===== config.mk =====
export PLATFORM = sky130hd
export DESIGN_NAME = posit_precision_governor
export DESIGN_NICKNAME = d
export VERILOG_FILES = /design/src/rtl/posit_precision_governor_pkg.sv /design/src/rtl/posit_precision_governor.sv
export SDC_FILE = /design/constraint.sdc
export NUM_CORES = 1
export LEC_CHECK = 0
export BUFFER_PORTS_ARGS = -buffer_cell sky130_fd_sc_hd__buf_2
export CAP_MARGIN = 10
export CORE_ASPECT_RATIO = 0.8
export CORE_MARGIN = 1
export CORE_UTILIZATION = 46
export CTS_CLUSTER_DIAMETER = 150
export DETAILED_ROUTE_END_ITERATION = 8
export GPL_TIMING_DRIVEN = 0
export PLACE_DENSITY = 0.81
export RECOVER_POWER = 25
export SLEW_MARGIN = 20
export SYNTH_ARGS = -nofsm -noshare
export SYNTH_HDL_FRONTEND = slang
export SYNTH_SLANG_ARGS = --single-unit

===== constraint.sdc =====
create_clock -name clk -period 5.46 [get_ports clk]
set_input_delay 1.092 -clock clk [delete_from_list [all_inputs] [get_ports clk]]
set_output_delay 1.092 -clock clk [all_outputs]
set_load 0.1 [all_outputs]

===== src/rtl/posit_precision_governor_pkg.sv =====
// Shared types and defaults for the posit precision governor and its fault_checker.
// Latency: n/a (declarations only).
// Backpressure: n/a.
package posit_precision_governor_pkg;

  // Operand/result width and scale-field width shared with fault_checker
  localparam int FULL_NBITS_DEF = 32;
  localparam int SCALE_W_DEF    = 7;

  // One op in flight: accept, evaluate, optional recompute, present result
  typedef enum logic [1:0] {
    S_IDLE   = 2'd0,
    S_EVAL   = 2'd1,
    S_RECOMP = 2'd2,
    S_OUT    = 2'd3
  } state_t;

endpackage


===== src/rtl/posit_precision_governor.sv =====
// Selects truncated or full-precision posit sum from fault_checker; holds FULL after faults, locks on repeats.
// Latency: accept to out_valid is 2 cycles, or 3 when a TRUNC-mode op faults (recompute cycle).
// Backpressure: in_ready only in IDLE; result held stable in OUT until out_ready.
module posit_precision_governor
  import posit_precision_governor_pkg::*;
#(
  parameter int FULL_NBITS  = FULL_NBITS_DEF,
  parameter int SCALE_W     = SCALE_W_DEF,
  parameter int HOLD_OPS    = 4,
  parameter int LOCK_THRESH = 8
) (
  input  logic                  clk,
  input  logic                  rst,
  input  logic                  in_valid,
  output logic                  in_ready,
  input  logic [FULL_NBITS-1:0] in_a,
  input  logic [FULL_NBITS-1:0] in_b,
  output logic [FULL_NBITS-1:0] chk_a,
  output logic [FULL_NBITS-1:0] chk_b,
  input  logic                  chk_fault,
  input  logic [FULL_NBITS-1:0] chk_true_sum,
  input  logic [FULL_NBITS-1:0] chk_used_sum,
  input  logic [SCALE_W-1:0]    chk_true_scale,
  input  logic [SCALE_W-1:0]    chk_used_scale,
  output logic                  out_valid,
  input  logic                  out_ready,
  output logic [FULL_NBITS-1:0] out_sum,
  output logic [SCALE_W-1:0]    out_scale,
  output logic                  out_full,
  output logic                  out_fault,
  output logic                  full_mode,
  output logic                  locked,
  output logic [7:0]            fault_cnt,
  input  logic                  clr_stats
);

  localparam int              WIN_W   = $clog2(HOLD_OPS + 1);
  localparam logic [WIN_W-1:0] HOLD_LD = WIN_W'(HOLD_OPS);
  localparam logic [8:0]       LOCK_TH = 9'(LOCK_THRESH);

  state_t           state_q;
  state_t           state_d;
  logic [WIN_W-1:0] window_q;
  logic             accept;
  logic             done;
  logic             eval_fault;
  logic [8:0]       fault_cnt_inc;

  assign accept        = (state_q == S_IDLE) && in_valid;
  assign done          = (state_q == S_OUT) && out_ready;
  assign eval_fault    = (state_q == S_EVAL) && chk_fault;
  assign fault_cnt_inc = {1'b0, fault_cnt} + 9'd1;

  // Mode is read at EVAL, so a fault on one op only affects the ops after it
  assign full_mode = (window_q != '0) | locked;

  // State register
  always_ff @(posedge clk or posedge rst) begin
    if (rst) state_q <= S_IDLE;
    else     state_q <= state_d;
  end

  // Next-state: a fault in TRUNC mode costs one recompute cycle
  always_comb begin
    state_d = state_q;
    case (state_q)
      S_IDLE:   if (in_valid) state_d = S_EVAL;
      S_EVAL:   state_d = (!full_mode && chk_fault) ? S_RECOMP : S_OUT;
      S_RECOMP: state_d = S_OUT;
      S_OUT:    if (out_ready) state_d = S_IDLE;
      default:  state_d = S_IDLE;
    endcase
  end

  // Handshake outputs decoded from state
  always_comb begin
    in_ready  = (state_q == S_IDLE);
    out_valid = (state_q == S_OUT);
  end

  // Capture operands toward the checker on accept
  always_ff @(posedge clk or posedge rst) begin
    if (rst) begin
      chk_a <= '0;
      chk_b <= '0;
    end else if (accept) begin
      chk_a <= in_a;
      chk_b <= in_b;
    end
  end

  // Latch the selected result; held untouched through OUT
  always_ff @(posedge clk or posedge rst) begin
    if (rst) begin
      out_sum   <= '0;
      out_scale <= '0;
      out_full  <= 1'b0;
      out_fault <= 1'b0;
    end else begin
      case (state_q)
        S_EVAL: begin
          out_fault <= chk_fault;
          if (full_mode) begin
            out_sum   <= chk_true_sum;
            out_scale <= chk_true_scale;
            out_full  <= 1'b1;
          end else if (!chk_fault) begin
            out_sum   <= chk_used_sum;
            out_scale <= chk_used_scale;
            out_full  <= 1'b0;
          end
        end
        S_RECOMP: begin
          out_sum   <= chk_true_sum;
          out_scale <= chk_true_scale;
          out_full  <= 1'b1;
        end
        default: ;
      endcase
    end
  end

  // Fault statistics: saturating count and sticky lock; clear only while idle
  always_ff @(posedge clk or posedge rst) begin
    if (rst) begin
      fault_cnt <= '0;
      locked    <= 1'b0;
    end else if ((state_q == S_IDLE) && clr_stats) begin
      fault_cnt <= '0;
      locked    <= 1'b0;
    end else if (eval_fault) begin
      if (fault_cnt != 8'hFF) fault_cnt <= fault_cnt_inc[7:0];
      if (fault_cnt_inc >= LOCK_TH) locked <= 1'b1;
    end
  end

  // Hold window: reload on fault, count down on each clean completed op
  always_ff @(posedge clk or posedge rst) begin
    if (rst) begin
      window_q <= '0;
    end else if (eval_fault) begin
      window_q <= HOLD_LD;
    end else if (done && !out_fault && (window_q != '0)) begin
      window_q <= window_q - 1'b1;
    end
  end

endmodule


==> reports/qor.yml <==
synth.area.top_cells: "dfrtp_1 58%, mux2_2 14%, mux2i_1 7.8%, o21ai_1 4.0%, nand2_1 3.4%"
drive_gt1_share_pct: 54.2
clk_pin_slew_worst_paths_ps: 50
cts_num_sinks: 119
viasPerCell: 4.98
postSynthCellCount: 411
routed_wl_um: 13300
grt_setup_unrepaired: "false"
status: "finished, violations left"
dp_hpwl_um: 10000
syn_nets: 566
synth_async_sr_flop_share_pct: 100
cts_inserted_buffers: 17
start_kind: "flip-flop"
synth_area_sq_mm: 0.00514
wire_per_inst_um: 15.6
dr.pass1.iters: 4
fillers: 836
setup_tns_ps: 0
path_max_fanout: 3
period_share_pct: 51.1
area_growth_pct: 42.0
period_needed_ps: 2790
layout_commonest_cell: "buf_2"
cts_setup_buffers: 0
violations: "max-capacitance violations, max-slew violations"
max_freq_mhz: 359
gr-total-overflow: 0
die_y_um: 96.6
via_count: 4235
worstSetupPathType: "flip-flop to output pin"
max-slew-margin-rel_pct: -20.5
gp_congestion: 0.814
die_area_sq_mm: 0.0116
io_pins: 265
synth_area_per_cell_sq_um: 12.5
endpoint_kind: "output pin"
hold_viol: 0
rows: 34
synthFlopType: "dfrtp_1"
setup_viol: 0
h-tree-depth: 4
crit_arrival_ps: 1700
coreArea_sq_mm: 0.0109
cp.required_ps: 4370
die_x_um: 120
drc: 0
antenna_cells: 0
antenna_found_initial: 0
port_buffers: 264
grt_pass1_wl_um: 19900
maxSlewViolCount: 39
finClkSkew_ps: 7.13
nets: 850
cts-resized-gates: 0
antenna_left: 0
ys_warn_count: 0
drv_cap: 1
cts_root_buf: "clkbuf_16"
min_path_type: "flip-flop to flip-flop"
synth.ff_latch_count: 119
synth-edff-count: 0
yosysSeqAreaShare_pct: 57.9
grt_usage_pct: 22.3
layout_common_cells: "276 x buf_2, 119 x dfrtp_1, 64 x mux2_2"
yosysTopAreaCellShare_pct: 57.9
clk_latency_ps: 400
yosysUniqueCellTypes: 40
grt_max_degree: 82
clockBufferDepth: 2
grt_pass1_vias: 4047
cts_tree: "done"
synth_top_cell_by_area: "dfrtp_1"
tightestPinTransition_ps: 1800
start_util_pct: 47.2
drt_iter0_drc: 118
ctsHoldBuffers: 0
## Yosys cell counts (3+ instances only)
| cell | instances |
|---|---|
| buf_4 | 4 |
| nor2_1 | 11 |
| mux2i_1 | 40 |
| buf_2 | 13 |
| clkbuf_1 | 3 |
| xnor2_1 | 3 |
| ha_1 | 7 |
| a211oi_1 | 4 |
| inv_1 | 8 |
| o21ai_0 | 4 |
| nand2_1 | 46 |
| o21ai_1 | 41 |
| dfrtp_1 | 119 |
| a21oi_1 | 6 |
| mux2_2 | 64 |
| nand3_1 | 4 |
| and3_1 | 3 |
| nor3_1 | 4 |
## area by class of cell
| type | instances | area, sq um | area share, % |
|---|---|---|---|
| inverter | 9 | 35.0 | 0.480 |
| tap | 144 | 180 | 2.47 |
| clock buffer | 24 | 492 | 6.73 |
| sequential | 119 | 2980 | 40.8 |
| timing repair buffer | 265 | 1350 | 18.4 |
| multi-input combinational | 261 | 2000 | 27.4 |
| buffer | 22 | 129 | 1.76 |
| clock inverter | 7 | 141 | 1.94 |
## worst paths after layout
path / start / endpoint / slack [ps] / cells after the start
max in group asynchronous: rst / out_scale[6] / 3260 / 3
worst min register to register: out_sum[9] / out_sum[9] / 480 / 2
min in group asynchronous: rst / fault_cnt[5] / 1150 / 2
worst max-delay path: window_q[0] / full_mode / 2670 / 5
worst max register to register: state_q[0] / chk_a[16] / 3320 / 6
worst min-delay path: out_sum[9] / out_sum[9] / 480 / 2
## flip-flops by register name, indices dropped and copies added, names as in the netlist
register and count:
out_sum 32, locked 1, state_q 2, out_scale 7, window_q 3, chk_a 32, fault_cnt 8, out_fault 1
chk_b 32, out_full 1
## worst max-delay path, cell delays in order, from the launching register on
cell and delay [ps]:
dfrtp_1 360, inv_1 70, ha_1 200, nor3b_2 170
inv_2 70, buf_2 420
## logic make-up (layout without fill, tap and decap cells)
logic type	after synthesis	after routing	synth area share, %
flops	119	119	57.9
mux	104	104	21.8
simple gates	81	81	7.37
compound gates	64	64	7.20
buf+inv	31	327	3.16
fa+ha+maj	7	7	1.70
xor+xnor	5	5	0.852
## metrics by stage
stage	instances	instance area (sq um)	util, %	setup WS (ps)	hold WS, ps
finish	851	7300	67.1	2670	482
global route	851	7300	67.1	2600	509
CTS	851	7310	67.1	2660	482
detailed placement	820	6680	61.3	2900	471
global placement	819	6640	61.0	5.95	465
floorplan	411	5140	-	1210	510
## metal layers
metal / wire (um) / part of all wire (%) / track usage [%] / vias up
li1: - / - / - / 2015
met5: 0 / 0 / 0 / -
met1: 5410 / 41 / 26.7 / 2050
met3: 796 / 6.0 / 5.99 / 17
met2: 6880 / 52 / 39.4 / 153
met4: 170 / 1.3 / 7.10 / 0
Power is not shown: default switching activity piles up to over one toggle a cycle in this logic, so the estimate is an artifact.
